[src/rtl/fifo_wr_arbiter_pkg.sv]
// Shared types and helpers for the fifo write-port arbiter.
package fifo_wr_arbiter_pkg;

  typedef enum logic {
    ST_IDLE  = 1'b0,
    ST_GRANT = 1'b1
  } state_t;

  // Increment modulo n, for the round-robin pointer.
  function automatic int unsigned wrap_inc(input int unsigned v, input int unsigned n);
    return (v + 1 >= n) ? 0 : v + 1;
  endfunction

endpackage

[src/rtl/fifo_wr_arbiter_fifo.sv]
// Plain synchronous fifo storage. Fall-through read of the head entry.
// Occupancy tracking and full/empty guarding are left to the instantiating block.
module fifo_wr_arbiter_fifo #(
  parameter int DATA_WIDTH = 8,
  parameter int ADDR_WIDTH = 4
) (
  input  logic                  clk,
  input  logic                  rst,
  input  logic                  wr_en,
  input  logic [DATA_WIDTH-1:0] wr_data,
  input  logic                  rd_en,
  output logic [DATA_WIDTH-1:0] rd_data
);

  localparam int DEPTH = 1 << ADDR_WIDTH;

  logic [DATA_WIDTH-1:0] mem [DEPTH];
  logic [ADDR_WIDTH-1:0] wr_ptr;
  logic [ADDR_WIDTH-1:0] rd_ptr;

  // Pointer advance; natural wrap modulo depth.
  always_ff @(posedge clk) begin
    if (rst) begin
      wr_ptr <= '0;
      rd_ptr <= '0;
    end else begin
      if (wr_en) wr_ptr <= wr_ptr + 1'b1;
      if (rd_en) rd_ptr <= rd_ptr + 1'b1;
    end
  end

  // Storage write; contents need no reset since pointers gate visibility.
  always_ff @(posedge clk) begin
    if (wr_en) mem[wr_ptr] <= wr_data;
  end

  assign rd_data = mem[rd_ptr];

endmodule

[src/rtl/fifo_wr_arbiter.sv]
// Round-robin, burst-bounded arbiter sharing one fifo write port among NUM_REQ
// producers. Grant is registered: one IDLE cycle separates consecutive grants.
module fifo_wr_arbiter
  import fifo_wr_arbiter_pkg::*;
#(
  parameter int NUM_REQ    = 4,
  parameter int DATA_WIDTH = 8,
  parameter int ADDR_WIDTH = 4,
  parameter int MAX_BURST  = 4
) (
  input  logic                          clk,
  input  logic                          rst,
  input  logic [NUM_REQ-1:0]            req_valid,
  input  logic [NUM_REQ*DATA_WIDTH-1:0] req_data,
  output logic [NUM_REQ-1:0]            req_ready,
  output logic                          out_valid,
  output logic [DATA_WIDTH-1:0]         out_data,
  input  logic                          out_ready,
  output logic                          grant_vld,
  output logic [$clog2(NUM_REQ)-1:0]    grant_id,
  output logic [ADDR_WIDTH:0]           level
);

  localparam int GW    = $clog2(NUM_REQ);
  localparam int BW    = $clog2(MAX_BURST + 1);
  localparam int DEPTH = 1 << ADDR_WIDTH;

  state_t                state, state_nxt;
  logic [GW-1:0]         rr_ptr;
  logic [GW-1:0]         pick;
  logic                  any_req;
  logic [BW-1:0]         beat_cnt;
  logic                  full, push, pop, rel;
  logic [DATA_WIDTH-1:0] wdata;

  assign full      = (level == (ADDR_WIDTH + 1)'(DEPTH));
  assign out_valid = (level != '0);
  assign pop       = out_valid & out_ready;
  assign grant_vld = (state == ST_GRANT);
  assign wdata     = req_data[grant_id*DATA_WIDTH +: DATA_WIDTH];
  assign push      = grant_vld & req_valid[grant_id] & ~full;
  // Owner leaves on a completed burst or as soon as it stops presenting data;
  // a full fifo with valid held keeps the grant.
  assign rel       = grant_vld & (~req_valid[grant_id] |
                                  (push & (beat_cnt == BW'(MAX_BURST - 1))));

  // Rotate-and-priority-encode: scan from the highest offset down so the
  // requester closest to rr_ptr wins.
  always_comb begin
    int idx;
    idx     = 0;
    pick    = rr_ptr;
    any_req = |req_valid;
    for (int i = NUM_REQ - 1; i >= 0; i--) begin
      idx = int'(rr_ptr) + i;
      if (idx >= NUM_REQ) idx = idx - NUM_REQ;
      if (req_valid[idx]) pick = GW'(idx);
    end
  end

  // Only the owner sees ready, and only while there is room.
  always_comb begin
    req_ready = '0;
    if (grant_vld && !full) req_ready[grant_id] = 1'b1;
  end

  // Next-state selection.
  always_comb begin
    state_nxt = state;
    case (state)
      ST_IDLE:  if (any_req) state_nxt = ST_GRANT;
      ST_GRANT: if (rel)     state_nxt = ST_IDLE;
      default:               state_nxt = ST_IDLE;
    endcase
  end

  // State register.
  always_ff @(posedge clk) begin
    if (rst) state <= ST_IDLE;
    else     state <= state_nxt;
  end

  // Grant owner, burst counter and round-robin pointer.
  always_ff @(posedge clk) begin
    if (rst) begin
      grant_id <= '0;
      beat_cnt <= '0;
      rr_ptr   <= '0;
    end else begin
      if (state == ST_IDLE && any_req) begin
        grant_id <= pick;
        beat_cnt <= '0;
      end else if (push) begin
        beat_cnt <= beat_cnt + 1'b1;
      end
      if (rel) rr_ptr <= GW'(wrap_inc(32'(grant_id), NUM_REQ));
    end
  end

  // Occupancy mirrors the fifo's push/pop traffic.
  always_ff @(posedge clk) begin
    if (rst) level <= '0;
    else begin
      case ({push, pop})
        2'b10:   level <= level + 1'b1;
        2'b01:   level <= level - 1'b1;
        default: level <= level;
      endcase
    end
  end

  fifo_wr_arbiter_fifo #(
    .DATA_WIDTH(DATA_WIDTH),
    .ADDR_WIDTH(ADDR_WIDTH)
  ) u_fifo (
    .clk    (clk),
    .rst    (rst),
    .wr_en  (push),
    .wr_data(wdata),
    .rd_en  (pop),
    .rd_data(out_data)
  );

endmodule

[config.mk]
export PLATFORM = sky130hd
export DESIGN_NAME = fifo_wr_arbiter
export DESIGN_NICKNAME = d
export VERILOG_FILES = /design/src/rtl/fifo_wr_arbiter_pkg.sv /design/src/rtl/fifo_wr_arbiter_fifo.sv /design/src/rtl/fifo_wr_arbiter.sv
export SDC_FILE = /design/constraint.sdc
export NUM_CORES = 1
export LEC_CHECK = 0
export CORE_MARGIN = 5
export CORE_UTILIZATION = 30
export DETAILED_ROUTE_END_ITERATION = 8
export DONT_BUFFER_PORTS = 1
export PLACE_DENSITY = 0.46
export SETUP_SLACK_MARGIN = 0.3
export SKIP_LAST_GASP = 1
export SYNTH_ARGS = -nofsm -noshare
export SYNTH_HDL_FRONTEND = slang
export SYNTH_SLANG_ARGS = --single-unit
[constraint.sdc]
create_clock -name clk -period 3.3 [get_ports clk]
set_clock_uncertainty 0.15 [all_clocks]
set_input_delay 0.66 -clock clk [delete_from_list [all_inputs] [get_ports clk]]
set_output_delay 0.66 -clock clk [all_outputs]
set_load 0.01 [all_outputs]
# Word level (Yosys, flattened, before mapping)

Memories as Yosys holds them, arrays and structs flattened. A register that Yosys moved wholly into a read port is not among the register bits.
Cells that the tools add are included.

Add/sub/neg operators: 13
Muxes and demuxes: 34
Magnitude comparators: 11
Bitwise logic cells: 9
Reduce and logical (&&, ||, !) cells: 8
Eq/ne operators: 4
Shift-type cells: 1

Operators by type and width:

| kind                                                                                | number |
|---|---|
| 32-bit by 4-bit < comparator with 1-bit output, second input constant               | 4 |
| 32-bit 2-to-1 mux                                                                   | 4 |
| 32-bit by 6-bit variable part select with 8-bit output                              | 1 |
| 1-bit 2-to-1 mux                                                                    | 14 |
| 3-bit greater-or-equal comparator, second input constant                            | 4 |
| 4-bit 2-to-1 mux                                                                    | 3 |
| 3-bit by 3-bit subtractor with 4-bit output, second input constant                  | 3 |
| 1-bit binary-select mux with 2-bit select                                           | 5 |
| 2-bit 2-to-1 mux                                                                    | 5 |
| 5-bit case mux with 2 select lines                                                  | 1 |
| 4-bit by 1-bit adder with 4-bit output, second input constant                       | 2 |
| 2-bit by 1-bit adder with 3-bit output, second input constant                       | 2 |
| 2-bit by 2-bit adder with 3-bit output, second input constant                       | 2 |
| 5-bit by 1-bit adder with 5-bit output, second input constant                       | 1 |
| 1-bit bitwise AND                                                                   | 5 |
| 5-bit equality test, second input constant                                          | 1 |
| 5-bit nonzero test                                                                  | 1 |
| 5-bit by 1-bit subtractor with 5-bit output, second input constant                  | 1 |
| 4-bit OR reduction                                                                  | 1 |
| 2-bit by 3-bit subtractor with 4-bit output, second input constant                  | 1 |
| 3-bit by 1-bit adder with 3-bit output, second input constant                       | 1 |
| 3-bit by 2-bit equality test with 1-bit output, second input constant               | 1 |
| 2-bit by 3-bit greater-or-equal comparator with 1-bit output, second input constant | 1 |
| 1-bit logical AND                                                                   | 3 |
| 11 further kinds                                                                    | 13 |

Bits in writable memories: 128
Memories kept: 1
Output and inout port bits: 21
Register bits: 21
Logic and storage cells: 88

Memories:

| name       | words | bits a word | read ports | clocked after memory_dff | write ports | line                       | source |
|---|---|---|---|---|---|---|---|
| u_fifo.mem | 16    | 8           | 1          | 1                        | 1           | fifo_wr_arbiter_fifo.sv:17 | `logic [DATA_WIDTH-1:0] mem [DEPTH];` |

# Depth between registers and ports, before layout

Depth after elaboration: 10
Gate-level depth with buffers: 13
Gate-level depth less buffers: 11

# Hierarchy

Synthesis repeated with hierarchy kept, for this count alone.

Cells, all modules: 376
Area total of the unflattened synthesis: 6577.6 um^2

By module, submodules not included:

| module               | sequential area each (um^2) | instances | area an instance (um^2) | cells an instance |
|---|---|---|---|---|
| fifo_wr_arbiter_fifo | 4083.9                      | 1         | 5451.5                  | 261 |
| fifo_wr_arbiter      | 260.2                       | 1         | 1126.1                  | 115 |

# Worst setup path after synthesis

No wires, ideal clock.

Path kind: input port to flip-flop
Start point: input req_valid[3]
End point: register level[4]
Setup time: 78 ps
Cell stages on the path: 12
Setup slack: 120 ps
Arrival time: 2953 ps
Cell sequence: mux4_2 -> o211a_4 -> clkinv_2 -> ha_1 -> clkbuf_1 -> xor2_1 -> ha_1 -> a21boi_0 -> o221a_2 -> a21oi_1 -> o31a_1 -> nor3_1

Word-level cells in the longest chain between the ends: 6
Elaborated cells between the ends (all ways): 8
Classes of those cells: eq/ne (2); mux (3); bitwise (2); reduce/logical (1)

Ends and longest elaborated chain:

| element                                                                                      | line                   | source |
|---|---|---|
| start, declared                                                                              | fifo_wr_arbiter.sv:13  | `input logic [NUM_REQ-1:0] req_valid,` |
| 1-bit binary-select mux with 2-bit select *                                                  | fifo_wr_arbiter.sv:41  | `assign push = grant_vld & req_valid[grant_id] & ~full;` |
| 1-bit 2-to-1 mux (not written as such) *                                                     | fifo_wr_arbiter.sv:41  |  |
| 1-bit bitwise AND * (2 in a row)                                                             | fifo_wr_arbiter.sv:41  |  |
| 2-bit by 1-bit equality test with 1-bit output / 2-bit equality test (equally long branches) | fifo_wr_arbiter.sv:104 | `case ({push, pop})` |
| 5-bit case mux with 2 select lines / 2-bit nonzero test (equally long branches)              | n/a                    |  |
| end signal, assigned                                                                         | fifo_wr_arbiter.sv:105 | `2'b10: level <= level + 1'b1;` |
| end signal, assigned                                                                         | fifo_wr_arbiter.sv:106 | `2'b01: level <= level - 1'b1;` |
| end signal, assigned                                                                         | fifo_wr_arbiter.sv:107 | `default: level <= level;` |
| end, declared                                                                                | fifo_wr_arbiter.sv:21  | `output logic [ADDR_WIDTH:0] level` |

Every way passes the cells marked *; elsewhere a longest branch is shown, timed or not. The select of a mux whose other input is x is not followed.
A chain may end at the register's enable or synchronous reset.

==> impl_metrics.env <==
export IMPL_leakage_nw=2.36
export IMPL_min_period_ns=2.95
export IMPL_hold_viol=0
export IMPL_share_seq_of_total_power_pct=43.8
export IMPL_peakVddDrop_mv=0.450
export IMPL_rrSetupSlack_ns=0.43
export IMPL_cpPeakStageDelay_ns=0.56
export IMPL_min_from="rst"
export IMPL_power_density_cell_area_nw_per_um2=699
export IMPL_clock_sinks=153
export IMPL_hp_class="in -> reg"
export IMPL_power_switching_share_pct=27.3
export IMPL_dr_pass1_iters=4
export IMPL_synth_area_per_cell_sq_um=17.6
export IMPL_holdPathEnd="level[0]"
export IMPL_vias=3269
export IMPL_pin_count=60
export IMPL_layout_drive_gt1_share_pct=26.6
export IMPL_max_slew_worst_pin_slew_ns=1.12
export IMPL_drt_total_wl_mm=14.2
export IMPL_fin_tns_setup_ns=0
export IMPL_cts_tree="done"
export IMPL_setup_viol=0
export IMPL_grt_antenna_before_repair=1
export IMPL_wl_met1_mm=6.34
export IMPL_drv_slew=0
export IMPL_grt_setup_unrepaired="true"
export IMPL_die_area_sq_um=24700
export IMPL_drtAntennaViolNets=0
export IMPL_coreArea_sq_um=21200
export IMPL_arrival_ns=2.14
export IMPL_clk_pin_slew_ns=0.06
export IMPL_synth_seq_cells=153
export IMPL_drt_iter0_markers=193
export IMPL_vias_per_cell=4.89
export IMPL_ctsRootBufferMaster="clkbuf_16"
export IMPL_die_h_um=157
export IMPL_gp_congestion=0.766
export IMPL_dr_max_layer_used="met5"
export IMPL_fin_crit_sh_pct=89.5
export IMPL_areaGrowthSynthToFinish_pct=15.0
export IMPL_overflow=0
export IMPL_seq_area_frac_synth_pct=66.9
export IMPL_synth_nets=423
export IMPL_initial_utilization_pct=30.7
export IMPL_cp_end_kind="output port"
export IMPL_wl_met2_mm=6.78
export IMPL_rows=53
export IMPL_grt_usage_pct=12.1
export IMPL_synthesis_area_sq_um=6500
export IMPL_p_comb_share_pct=24.1
export IMPL_p_clk_share_pct=32.0
export IMPL_relSlewSlack_pct=25.4
export IMPL_diodes=0
export IMPL_cp_slowest_cell="mux4_2"
export IMPL_htreeDepth=4
export IMPL_ys_dominant_reg_cell="edfxtp_1"
export IMPL_first_global_vias=3520
export IMPL_crit_top_cell="mux4_2"
export IMPL_wl_met3_um=846
export IMPL_p_int_mw=3.79
export IMPL_layout_nets=436
export IMPL_clockBufferDepth=2
export IMPL_grt_max_degree=33
export IMPL_netlist_cell_type_count=45
export IMPL_cts_buffers=17
export IMPL_synth_cells=370
export IMPL_criticalPathCategory="reg -> out"
export IMPL_grt_first_pass_wirelength_mm=21.7
export IMPL_startpoint_type="flip-flop"
export IMPL_fmax_mhz=339
export IMPL_reg2reg_depth=10
export IMPL_wl_per_cell_um=21.2
export IMPL_critical_path_required_ns=2.49
export IMPL_drc=0
export IMPL_yosysWarnings=0
export IMPL_rr_startpoint="level[0]"
export IMPL_r2r_end="level[4]"
export IMPL_synth_edff_count=128
export IMPL_insertion_delay_ns=0.41
export IMPL_cts_hold_buf=0
export IMPL_worst_path_max_fanout=8
export IMPL_portBuffers=0
export IMPL_whs_ns=0.161
export IMPL_worstHoldPathCells=1
export IMPL_die_x_um=157
export IMPL_cap_violations=0
export IMPL_async_flop_share_pct=0
export IMPL_cp_cell_sequence="buf_12, mux4_2, mux4_2"
export IMPL_place_hpwl_mm=9.12
export IMPL_outcome="completed"
export IMPL_p_sw_mw=1.43
==> final cells by class <==
class	count	area (sq um)
clock buffer	17	425
clock inverter	13	83.8
fill	1980	13700
inverter	9	38.8
multi-input combinational	187	2050
sequential	153	4350
tap	275	344
timing repair buffer	15	178
==> placed cells by master, fill, tap and decap left out, types with 2 or more instances in the layout <==
| cell | synthesis | layout |
|---|---|---|
| a31oi_1 | 2 | 2 |
| clkinv_1 | 0 | 3 |
| nand2b_1 | 4 | 4 |
| xor2_1 | 6 | 6 |
| a21oi_1 | 4 | 4 |
| clkinv_4 | 0 | 4 |
| xnor2_1 | 3 | 3 |
| mux4_2 | 49 | 49 |
| dfxtp_4 | 0 | 2 |
| buf_12 | 0 | 2 |
| buf_4 | 3 | 11 |
| inv_1 | 8 | 8 |
| edfxtp_1 | 128 | 128 |
| o21ai_0 | 2 | 2 |
| nor2_1 | 37 | 37 |
| nand4_1 | 2 | 2 |
| buf_16 | 0 | 2 |
| clkinv_2 | 1 | 3 |
| nand2_1 | 12 | 12 |
| ha_1 | 14 | 12 |
| clkinvlp_4 | 0 | 3 |
| dfxtp_1 | 25 | 23 |
| and2_1 | 5 | 5 |
| o21a_1 | 3 | 2 |
| o211ai_1 | 2 | 2 |
| nor3_1 | 9 | 8 |
| nor2b_1 | 6 | 6 |
| mux2i_1 | 6 | 6 |
| nor4_1 | 3 | 2 |
| clkbuf_16 | 0 | 17 |
==> cells in the mapped netlist (all sizes together), types with 3 or more instances <==
cell    count  area (sq um)
and2        5          31.3
nand2b      4          25.0
nor2       37           139
o21a        3          22.5
xor2        6          52.6
mux4       49          1100
nor2b       6          37.5
clkbuf      9          33.8
nor4        3          18.8
nor3        9          45.0
nand2      12          45.0
a21oi       4          20.0
inv         8          30.0
dfxtp      25           500
buf        12          68.8
edfxtp    128          3840
xnor2       3          26.3
mux2i       6          60.1
ha         14           175
==> worst max-delay path by stage <==
stage / startpoint / to / slack, ns / cells after the start
after floorplan: level[1] / level[4] / 0.31 / 12
after global placement: req_valid[3] / level[4] / 0.30 / 11
after detailed placement: req_valid[3] / level[4] / 0.25 / 11
after CTS: flip-flop / out_data[6] / 0.30 / 3
after global routing: flip-flop / out_data[1] / 0.28 / 3
final: flip-flop / out_data[6] / 0.35 / 3
==> routing by layer <==
| layer | global-route usage, % | up-vias |
|---|---|---|
| met5 | 0 | - |
| met4 | 4.06 | 2 |
| met3 | 3.85 | 14 |
| met2 | 19.0 | 83 |
| met1 | 16.1 | 1680 |
| li1 | - | 1490 |
==> registers in the layout, indices dropped and copies added, names as in the netlist, named ones only <==
| signal | count |
|---|---|
| u_fifo.mem | 128 |
| level | 5 |
| u_fifo.rd_ptr | 4 |
| u_fifo.wr_ptr | 4 |
| beat_cnt | 3 |
| grant_id | 2 |
| rr_ptr | 2 |
| grant_vld | 1 |
==> logic make-up after synthesis <==
| group | synth area share, % |
|---|---|
| flops | 66.9 |
| simple gates | 6.30 |
| mux | 18.1 |
| buf+inv | 2.12 |
| compound gates | 2.73 |
| fa+ha+maj | 2.70 |
| xor+xnor | 1.21 |
==> timing repair <==
| item | 4_1_cts | 5_1_grt |
|---|---|---|
| pin swaps | 0 | 2 |
| cloned | 2 | 0 |
| resized for setup | 3 | 5 |
| setup buffers | 0 | 2 |
| setup endpoints to repair | 8 | 9 |
| hold endpoints to repair | 0 | 0 |
==> power by group through the flow <==
stage / Combinational (mW) / Sequential [mW] / Clock, mW
2_1_floorplan: 0.907 / 2.29 / 0
6_report: 1.26 / 2.29 / 1.67
4_1_cts: 1.26 / 2.29 / 1.73
5_1_grt: 1.38 / 2.30 / 1.81
3_5_place_dp: 1.18 / 2.30 / 0
3_3_place_gp: 1.17 / 2.30 / 0
==> through the flow <==
stage                     setup WS [ns]  area [sq um]  instances  util, %  power [mW]
final                             0.348          7470        669     35.3        5.22
after global routing              0.281          7470        669     35.3        5.49
after CTS                         0.301          7440        667     35.2        5.27
after detailed placement          0.254          6870        635     32.5        3.48
after global placement            0.296          6870        635     32.5        3.47
after floorplan                   0.314          6530        370        -        3.19
==> critical path, delay by kind of cell, from the launching register on <==
family,cells,cell delay [ns]
multiplexers,2,1.11
flip-flops,1,0.44
buffers and inverters,1,0.18
No activity file was read; power rests on OpenSTA's default activity.
